<file path="src/rtl/ring_mem_responder.sv">
// ring_mem_responder: ring-bus memory responder. Consumes Address/WriteData
// slots from the ring, stages write data in two 8-word ping-pong buffers,
// queues line commands for a DDR2 controller and returns read data on a
// separate return ring.
// Optional build macro: IREAD_PRIO_EN adds a 2-entry I-read FIFO that is
// served ahead of the main in-order command FIFO.
`timescale 1ns/1ps
module ring_mem_responder (
  input  logic        clock,
  input  logic        reset,
  input  logic [31:0] RingIn,
  input  logic [3:0]  SlotTypeIn,
  input  logic [3:0]  SrcDestIn,
  output logic [31:0] RingOut,
  output logic [3:0]  SlotTypeOut,
  output logic [3:0]  SrcDestOut,
  output logic [31:0] RDreturn,
  output logic [3:0]  RDdest,
  output logic        memCmdValid,
  input  logic        memCmdReady,
  output logic        memCmdWrite,
  output logic [27:0] memCmdAddr,
  output logic [31:0] memWD,
  output logic        memWDvalid,
  input  logic        memWDready,
  input  logic [31:0] memRD,
  input  logic        memRDvalid,
  output logic        overflow
);

  localparam logic [3:0] SLOT_NULL  = 4'd7;
  localparam logic [3:0] SLOT_ADDR  = 4'd2;
  localparam logic [3:0] SLOT_WDATA = 4'd3;
  localparam int unsigned FIFO_DEPTH = 8;

  typedef enum logic [1:0] {IDLE, ISSUE, WDATA, RDATA} state_t;

  // tag = buffer id (bit 0) for writes, source core for reads
  typedef struct packed {
    logic        wr;
    logic [27:0] addr;
    logic [3:0]  tag;
  } cmd_t;

  state_t      state_q;
  cmd_t        cur_q;
  logic        from_i_q;
  logic [2:0]  beat_q;

  logic [31:0] buf_q [2][8];
  logic        fill_q;
  logic [3:0]  widx_q;
  logic [1:0]  busy_q;

  cmd_t        fifo_q [FIFO_DEPTH];
  logic [2:0]  wptr_q, rptr_q;
  logic [3:0]  cnt_q;

  logic is_addr, is_wd, wr_addr, dread, iread, rd_main;
  logic wd_ok, wr_ok, main_full, push, pop, pop_main, free_buf;
  logic sel_valid, sel_i, ovf_i, ovf_set;
  cmd_t push_cmd, sel_cmd;

  assign is_addr   = (SlotTypeIn == SLOT_ADDR);
  assign is_wd     = (SlotTypeIn == SLOT_WDATA);
  assign wr_addr   = is_addr && (RingIn[31:28] == 4'b0000);
  assign dread     = is_addr && (RingIn[31:28] == 4'b0001);
  assign iread     = is_addr && (RingIn[31:28] == 4'b0011);
  assign wd_ok     = is_wd && !busy_q[fill_q] && !widx_q[3];
  assign wr_ok     = wr_addr && !busy_q[fill_q];
  assign main_full = (cnt_q == 4'd8);
  assign push      = (wr_ok || rd_main) && !main_full;
  assign pop       = (state_q == ISSUE) && memCmdReady;
  assign pop_main  = pop && !from_i_q;
  assign free_buf  = (state_q == WDATA) && memWDready && (beat_q == 3'd7);

  // Command word built from the current Address slot
  always_comb begin
    push_cmd.wr   = wr_addr;
    push_cmd.addr = RingIn[27:0];
    push_cmd.tag  = wr_addr ? {3'b000, fill_q} : SrcDestIn;
  end

  assign ovf_set = (is_wd && (busy_q[fill_q] || widx_q[3]))
                || (wr_addr && (busy_q[fill_q] || !widx_q[3]))
                || ((wr_ok || rd_main) && main_full)
                || ovf_i;

`ifdef IREAD_PRIO_EN
  cmd_t       ififo_q [2];
  logic       iwptr_q, irptr_q;
  logic [1:0] icnt_q;
  logic       ipush, ipop;

  assign rd_main   = dread;
  assign ipush     = iread && (icnt_q != 2'd2);
  assign ovf_i     = iread && (icnt_q == 2'd2);
  assign ipop      = pop && from_i_q;
  assign sel_i     = (icnt_q != 2'd0);
  assign sel_cmd   = sel_i ? ififo_q[irptr_q] : fifo_q[rptr_q];
  assign sel_valid = sel_i || (cnt_q != 4'd0);

  // I-read FIFO pointers and occupancy
  always_ff @(posedge clock or negedge reset) begin
    if (!reset) begin
      iwptr_q <= 1'b0;
      irptr_q <= 1'b0;
      icnt_q  <= '0;
    end else begin
      if (ipush) iwptr_q <= ~iwptr_q;
      if (ipop)  irptr_q <= ~irptr_q;
      case ({ipush, ipop})
        2'b10:   icnt_q <= icnt_q + 2'd1;
        2'b01:   icnt_q <= icnt_q - 2'd1;
        default: icnt_q <= icnt_q;
      endcase
    end
  end

  // I-read FIFO storage
  always_ff @(posedge clock) begin
    if (ipush) ififo_q[iwptr_q] <= push_cmd;
  end
`else
  assign rd_main   = dread || iread;
  assign ovf_i     = 1'b0;
  assign sel_i     = 1'b0;
  assign sel_cmd   = fifo_q[rptr_q];
  assign sel_valid = (cnt_q != 4'd0);
`endif

  // Ring forwarding: consumed slots leave as Null, others pass after one cycle
  always_ff @(posedge clock or negedge reset) begin
    if (!reset) begin
      RingOut     <= '0;
      SlotTypeOut <= SLOT_NULL;
      SrcDestOut  <= '0;
    end else if (is_addr || is_wd) begin
      RingOut     <= '0;
      SlotTypeOut <= SLOT_NULL;
      SrcDestOut  <= '0;
    end else begin
      RingOut     <= RingIn;
      SlotTypeOut <= SlotTypeIn;
      SrcDestOut  <= SrcDestIn;
    end
  end

  // Ping-pong buffer bookkeeping; a buffer stays busy until its burst drains
  always_ff @(posedge clock or negedge reset) begin
    if (!reset) begin
      fill_q <= 1'b0;
      widx_q <= '0;
      busy_q <= '0;
      overflow <= 1'b0;
    end else begin
      if (free_buf) busy_q[cur_q.tag[0]] <= 1'b0;
      if (wd_ok)    widx_q <= widx_q + 4'd1;
      if (wr_addr)  widx_q <= '0;
      if (wr_ok && !main_full) begin
        busy_q[fill_q] <= 1'b1;
        fill_q         <= ~fill_q;
      end
      if (ovf_set) overflow <= 1'b1;
    end
  end

  // Write-data buffer storage
  always_ff @(posedge clock) begin
    if (wd_ok) buf_q[fill_q][widx_q[2:0]] <= RingIn;
  end

  // Main command FIFO pointers and occupancy
  always_ff @(posedge clock or negedge reset) begin
    if (!reset) begin
      wptr_q <= '0;
      rptr_q <= '0;
      cnt_q  <= '0;
    end else begin
      if (push)     wptr_q <= wptr_q + 3'd1;
      if (pop_main) rptr_q <= rptr_q + 3'd1;
      case ({push, pop_main})
        2'b10:   cnt_q <= cnt_q + 4'd1;
        2'b01:   cnt_q <= cnt_q - 4'd1;
        default: cnt_q <= cnt_q;
      endcase
    end
  end

  // Main command FIFO storage
  always_ff @(posedge clock) begin
    if (push) fifo_q[wptr_q] <= push_cmd;
  end

  // Command/data sequencer; the head entry is latched on leaving IDLE and
  // popped only at the command handshake
  always_ff @(posedge clock or negedge reset) begin
    if (!reset) begin
      state_q     <= IDLE;
      cur_q       <= '0;
      from_i_q    <= 1'b0;
      beat_q      <= '0;
      memCmdValid <= 1'b0;
      memCmdWrite <= 1'b0;
      memCmdAddr  <= '0;
      memWD       <= '0;
      memWDvalid  <= 1'b0;
      RDreturn    <= '0;
      RDdest      <= '0;
    end else begin
      RDreturn <= '0;
      RDdest   <= '0;
      case (state_q)
        IDLE: begin
          if (sel_valid) begin
            cur_q       <= sel_cmd;
            from_i_q    <= sel_i;
            memCmdValid <= 1'b1;
            memCmdWrite <= sel_cmd.wr;
            memCmdAddr  <= sel_cmd.addr;
            state_q     <= ISSUE;
          end
        end
        ISSUE: begin
          if (memCmdReady) begin
            memCmdValid <= 1'b0;
            beat_q      <= '0;
            if (cur_q.wr) begin
              memWDvalid <= 1'b1;
              memWD      <= buf_q[cur_q.tag[0]][0];
              state_q    <= WDATA;
            end else begin
              state_q <= RDATA;
            end
          end
        end
        WDATA: begin
          if (memWDready) begin
            if (beat_q == 3'd7) begin
              memWDvalid <= 1'b0;
              memWD      <= '0;
              state_q    <= IDLE;
            end else begin
              beat_q <= beat_q + 3'd1;
              memWD  <= buf_q[cur_q.tag[0]][beat_q + 3'd1];
            end
          end
        end
        RDATA: begin
          if (memRDvalid) begin
            RDreturn <= memRD;
            RDdest   <= cur_q.tag;
            if (beat_q == 3'd7) state_q <= IDLE;
            else                beat_q  <= beat_q + 3'd1;
          end
        end
        default: state_q <= IDLE;
      endcase
    end
  end

endmodule

</file>
<file path="config.mk">
export PLATFORM = sky130hd
export DESIGN_NAME = ring_mem_responder
export DESIGN_NICKNAME = d
export VERILOG_FILES = /design/src/rtl/ring_mem_responder.sv
export SDC_FILE = /design/constraint.sdc
export NUM_CORES = 1
export LEC_CHECK = 0
export CORE_ASPECT_RATIO = 1.5
export CORE_MARGIN = 3
export CORE_UTILIZATION = 40
export DETAILED_ROUTE_END_ITERATION = 10
export PLACE_DENSITY_LB_ADDON = 0.25
export SETUP_SLACK_MARGIN = 0.3
export SLEW_MARGIN = 10
export SYNTH_ARGS = -nofsm -noshare
export SYNTH_HDL_FRONTEND = slang
export SYNTH_SLANG_ARGS = --single-unit
</file>
<file path="constraint.sdc">
create_clock -name clock -period 6.9 [get_ports clock]
set_input_delay 1.38 -clock clock [delete_from_list [all_inputs] [get_ports clock]]
set_output_delay 1.38 -clock clock [all_outputs]
set_load 0.05 [all_outputs]
</file>
Yosys cells after proc, flatten, opt, wreduce, memory -nomap -nowiden --
Memory sizes are Yosys's and may differ from the RTL's. A register that Yosys moved wholly into a read port is not among the register bits. Index checks and enable logic that the tools add are counted.
Cells by class: bitwise logic cells 6, add/subtract/negate cells 6, magnitude comparators 7, reduce and logical (&&, ||, !) cells 42, equality and inequality tests 17, mux-type cells 53
Operator list (number):
- 32-bit 2-to-1 mux | 10
- 256-bit 2-to-1 mux | 1
- 32-bit binary-select mux with 3-bit select | 1
- 32-bit demux with 3-bit select | 1
- 32-bit case mux with 2 select lines | 1
- 4-bit 2-to-1 mux | 7
- 1-bit logical AND | 17
- 1-bit 2-to-1 mux | 14
- 2-bit 2-to-1 mux | 7
- 4-bit by 2-bit equality test with 1-bit output, second input constant | 3
- 3-bit 2-to-1 mux | 4
- 4-bit AND reduction | 3
- 2-bit != test, second input constant | 5
- 3-bit by 1-bit adder with 3-bit output, second input constant | 3
- 3-bit case mux with 3 select lines | 1
- 4-bit by 1-bit adder with 4-bit output, second input constant | 2
- 4-bit greater-or-equal comparator, second input constant | 2
- 3-bit NOT with 4-bit output | 2
- 2-bit case mux with 4 select lines | 1
- 4-bit case mux with 2 select lines | 1
- 2-bit nonzero test | 4
- 1-bit logical OR | 7
- 2-bit equality test, second input constant | 3
- 5-bit AND reduction | 1
- other kinds (22) | 30
Storage, ports and cells: output and inout bits 140, memories 2, logic and storage cells 150, input port bits 77, register bits 133, memory bits (writable) 776
Memory list:
- buf_q | depth 2, bits a word 256, rd ports 1, clocked after memory_dff 0, wr ports 1, RTL line 50 | logic [31:0] buf_q [2][8];
- fifo_q | depth 8, bits a word 33, rd ports 1, clocked after memory_dff 1, wr ports 1, RTL line 55 | cmd_t fifo_q [FIFO_DEPTH];

Depth between registers and ports, before layout --
depth after elaboration 9, mapped depth 11

Worst setup path before layout --
No wires, ideal clock.
kind in2reg, start point input port SlotTypeIn[3], end point memory fifo_q[2][0] in the netlist's numbering, enable pin, library setup time 0.518 ns, data arrival time 5.816 ns, stages 4, setup slack 0.567 ns, cell sequence or3b_1 > nor3_2 > nand2_1 > nor4b_1
On the way: word-level cells in the longest chain between the ends 7, elaborated cells on any way between the ends 10, those cells by class eq/ne (1); mux (2); reduce/logical (7)
Ends and longest elaborated chain:
- from (decl) | RTL line 12 | input logic [3:0] SlotTypeIn,
- 4-bit by 2-bit equality test with 1-bit output (*) | RTL line 64 | assign is_addr = (SlotTypeIn == SLOT_ADDR);
- 1-bit logical AND, on equally long branches | RTL line 66, 67, 68
- 1-bit logical AND / 1-bit logical OR (equally long branches) | RTL line 70, 125
- 1-bit logical OR (*) | RTL line 72 | assign push = (wr_ok || rd_main) && !main_full;
- 1-bit logical AND (*) | RTL line 72
- 1-bit 2-to-1 mux (*) | RTL line 192 | if (push) fifo_q[wptr_q] <= push_cmd;
- 1-bit 2-to-1 mux (implied by the code) (*) | RTL line 192
- to (decl) | RTL line 55
Mark *: on every way between the ends. The rest lies on a longest branch, timed or not.

Worst setup path in the final report --
start point input port RingIn[30], end point register cnt_q[2]
On the way: word-level cells in the longest chain between the ends 7, elaborated cells on any way between the ends 14, those cells by class eq/ne (4); mux (1); reduce/logical (9)
Ends and longest elaborated chain:
- from (decl) | RTL line 11 | input logic [31:0] RingIn,
- 4-bit by 1-bit equality test with 1-bit output, or another cell as far along | RTL line 67 | assign dread = is_addr && (RingIn[31:28] == 4'b0001);
- 1-bit logical AND, on equally long branches | RTL line 67, 66, 68
- 1-bit logical OR / 1-bit logical AND (equally long branches) | RTL line 125, 70
- 1-bit logical OR (*) | RTL line 72
- 1-bit logical AND (*) | RTL line 72
- 2-bit by 1-bit equality test with 1-bit output / 2-bit equality test (equally long branches) | RTL line 182 | case ({push, pop_main})
- 4-bit case mux with 2 select lines / 2-bit nonzero test (equally long branches)
- to (signal assigned) | RTL line 183 | 2'b10: cnt_q <= cnt_q + 4'd1;
- to (signal assigned) | RTL line 184 | 2'b01: cnt_q <= cnt_q - 4'd1;
- to (signal assigned) | RTL line 185 | default: cnt_q <= cnt_q;
- to (decl) | RTL line 57 | logic [3:0] cnt_q;
Marks and branches as above. A chain may end at the register's enable or synchronous reset.

==> results_dict.tcl <==
set metrics [dict create \
    ys_async_sr_fraction_pct 17.6 \
    peakVddDrop_mv 0.399 \
    area_delta_synth_final_pct 18.6 \
    hp-class "reg -> reg" \
    grt_start_max_net_pins 93 \
    pwr-share-seq_pct 39.6 \
    crit_family "simple AND/OR/NAND/NOR gates" \
    rsz0062_at_grt "false" \
    drt-initial-drc-count 1348 \
    power_switching_mw 5.53 \
    multi_input_area_um2 8310 \
    synth_area_um2 36000 \
    synth_top_area_cell "edfxtp_1" \
    regArea_um2 27500 \
    cellPowerDensity_nw_per_um2 405 \
    start_util_pct 40.4 \
    crit_path_start_kind "input pin" \
    insertion_delay_ns 0.63 \
    hold_end "cur_q[1]" \
    yosysMostFrequentCell "edfxtp_1" \
    slew_viol_final 0 \
    cts_num_sinks 942 \
    core.rowCount 134 \
    die_area_um2 93800 \
    criticalPathCategory "in -> reg" \
    cp-end-kind "flip-flop" \
    cts.path.max_buffers 3 \
    p_leak_nw 14.1 \
    cts-resized-gates 0 \
    fmax_mhz 240 \
    grt_antenna_before_repair 6 \
    period_minus_slack_ns 4.16 \
    power_frac_comb_pct 31.8 \
    synth.top_cell.area_share_pct 64.7 \
    finalSetupViolations 0 \
    p_int_mw 11.8 \
    grt_pass1_wl_mm 130 \
    wl_per_cell_um 26.2 \
    cp_max_fo 18 \
    pin_count 217 \
    swShare_pct 32.0 \
    drc 0 \
    required_ns 7.41 \
    timing.rr.end "memWD[13]" \
    root_buffer "clkbuf_16" \
    worst_ep_arrival_time_ns 4.67 \
    die_w_um 251 \
    r2r-start "beat_q[0]" \
    status "completed" \
    grtUsageTotal_pct 18.8 \
    wl_mm 86.7 \
    tns_ns 0 \
    r2r_cells 7 \
    ys_warn_count 0 \
    yosys-top-cells-count "edfxtp_1 (776), mux4_2 (188), dfrtp_1 (163)" \
    cts_tree "done" \
    synth_edf_count 776 \
    place.gp.congestion 0.765 \
    path_clk_slew_ns 0.06 \
    cts_hold_buf 0 \
    hold-path-cell-count 2 \
    portBuffers 216 \
    crit_chain "clkdlybuf4s50_1 -> or3_1 -> nor3_2 -> nand2_1 -> ha_1 -> xor2_1 -> ha_1 -> a21oi_1 -> xor2_1 -> nor2_1 -> xor2_1" \
    cts_setup_buffers 0 \
    numCtsBuffers 86 \
    hp-start "cur_q[1]" \
    grt_pass1_vias 19400 \
    drtPass1Iterations 7 \
    syn_nets 1922 \
    ant_nets 0 \
    crit_top_cell "xor2_1" \
    viasPerCell 5.43 \
    fill_cells 7455 \
    drive_gt1_share_pct 20.3 \
    htree_num_levels 3 \
    synth-seq-cells 942 \
    ys_types 60 \
    die_h_um 374 \
    synth.avg_cell_area_um2 19.6 \
    syn_inst 1837 \
    ys_seq_area_share_pct 76.2 \
    worst_path_largest_cell_delay_ns 0.77 \
    skew_ns 0.0180 \
    layout.nets 2165 \
    core_area_um2 89200 \
    synth_top_flop_cell "edfxtp_1" \
    finalCritPeriodShare_pct 60.3 \
    worst-path-buf-inv 1 \
    utilization_pct 47.9 \
    maxSlewHeadroom_pct 19.5 \
    synthTopCellsByArea "edfxtp_1 (65%), mux4_2 (12%), dfrtp_1 (11%), mux2i_1 (2.3%), and2_1 (1.3%)" \
    grt_overflow 0 \
    cap_violations 0 \
    tightest_slew_ns 1.20 \
    dpl.hpwl_mm 50.5 \
    clkPwrFrac_pct 28.6 \
    cp_slowest_cell "clkdlybuf4s50_1" \
    hold_viol 0 \
    r2r_slack_ns 3.33 \
    vias 18000 \
]
cells by family (layout without fill, tap and decap cells):
family / after synthesis / count (layout) / share of synthesized area, %
other cells: 0 / 1 / 0
buf+inv: 108 / 424 / 1.31
compound gates: 140 / 140 / 2.52
xor+xnor: 11 / 11 / 0.267
simple gates: 333 / 333 / 4.57
fa+ha+maj: 8 / 8 / 0.278
flops: 942 / 942 / 76.2
mux: 295 / 295 / 14.8
layout make-up:
type	instances	area share, %
flip-flops and latches	942	64.3
multi-input cells	787	19.5
repair buffers	257	5.84
clock buffers	113	5.68
well taps	1156	3.39
clock inverters	48	1.27
inverters	6	0.0556
diodes	1	0.00586
worst reg2reg max path, cell delays in order (launching register included):
cell and delay [ns]:
dfrtp_2 0.34, buf_4 0.48, ha_4 0.77, buf_12 0.55, mux4_2 0.61, mux2_2 0.29
a221oi_1 0.27, o21ai_1 0.11
power by group through the flow:
stage          Sequential (mW)  Combinational [mW]  Clock [mW]
6_report                  6.85                5.51        4.96
5_1_grt                   6.90                5.90        5.31
2_1_floorplan             7.53                3.31           0
4_1_cts                   6.86                5.64        5.08
3_5_place_dp              6.98                5.62           0
3_3_place_gp              6.97                5.57           0
layout by cell type, fill, tap and decap left out, drive strengths merged, types with 29 or more instances in the layout:
cell type	Yosys	layout
edfxtp	776	776
clkdlybuf4s50	0	214
mux4	188	188
dfrtp	163	163
clkbuf	51	114
nand2	92	92
mux2i	81	81
nor2	76	76
and2	73	73
o21ai	46	46
nor3	45	45
buf	51	42
a21oi	34	34
clkinv	1	29
sequential cells by signal, indices dropped and copies added, names as in the netlist, 5 cells and up:
register    count
RDreturn       32
buf_q         512
fifo_q        264
RingOut        32
memWD          32
memCmdAddr     28
cur_q           5
through the flow:
step                setup WS (ns)  power [mW]  area [µm²]  instances  hold WS [ns]
finish                       2.74        17.3       42700       3310         0.480
global route                 2.58        18.1       42700       3309         0.498
CTS                          2.78        17.6       42700       3309         0.487
detailed placement           2.11        12.6       39800       3148         0.473
global placement             2.18        12.5       39800       3148         0.465
floorplan                   0.567        10.8       36000       1837         0.442
how the worst max path moves through the flow:
stage                         end  depth (start not counted)  slack [ns]          start
floorplan            fifo_q[2][0]                          4        0.57  SlotTypeIn[3]
global placement     fifo_q[7][5]                          6        2.18  SlotTypeIn[1]
detailed placement       cnt_q[2]                         12        2.11  SlotTypeIn[1]
CTS                 fifo_q[7][16]                          6        2.78  SlotTypeIn[1]
global route             cnt_q[2]                         11        2.58     RingIn[30]
finish                   cnt_q[2]                         11        2.74     RingIn[30]
per-layer routing:
metal / share of wire [%] / track usage (%) / vias up
li1: - / - / 7801
met1: 39 / 23.4 / 9595
met2: 55 / 34.3 / 475
met3: 4.6 / 2.29 / 114
met4: 2.4 / 5.72 / 0
met5: 0 / 0 / -
Note: power is estimated with default switching activity, not from simulation.
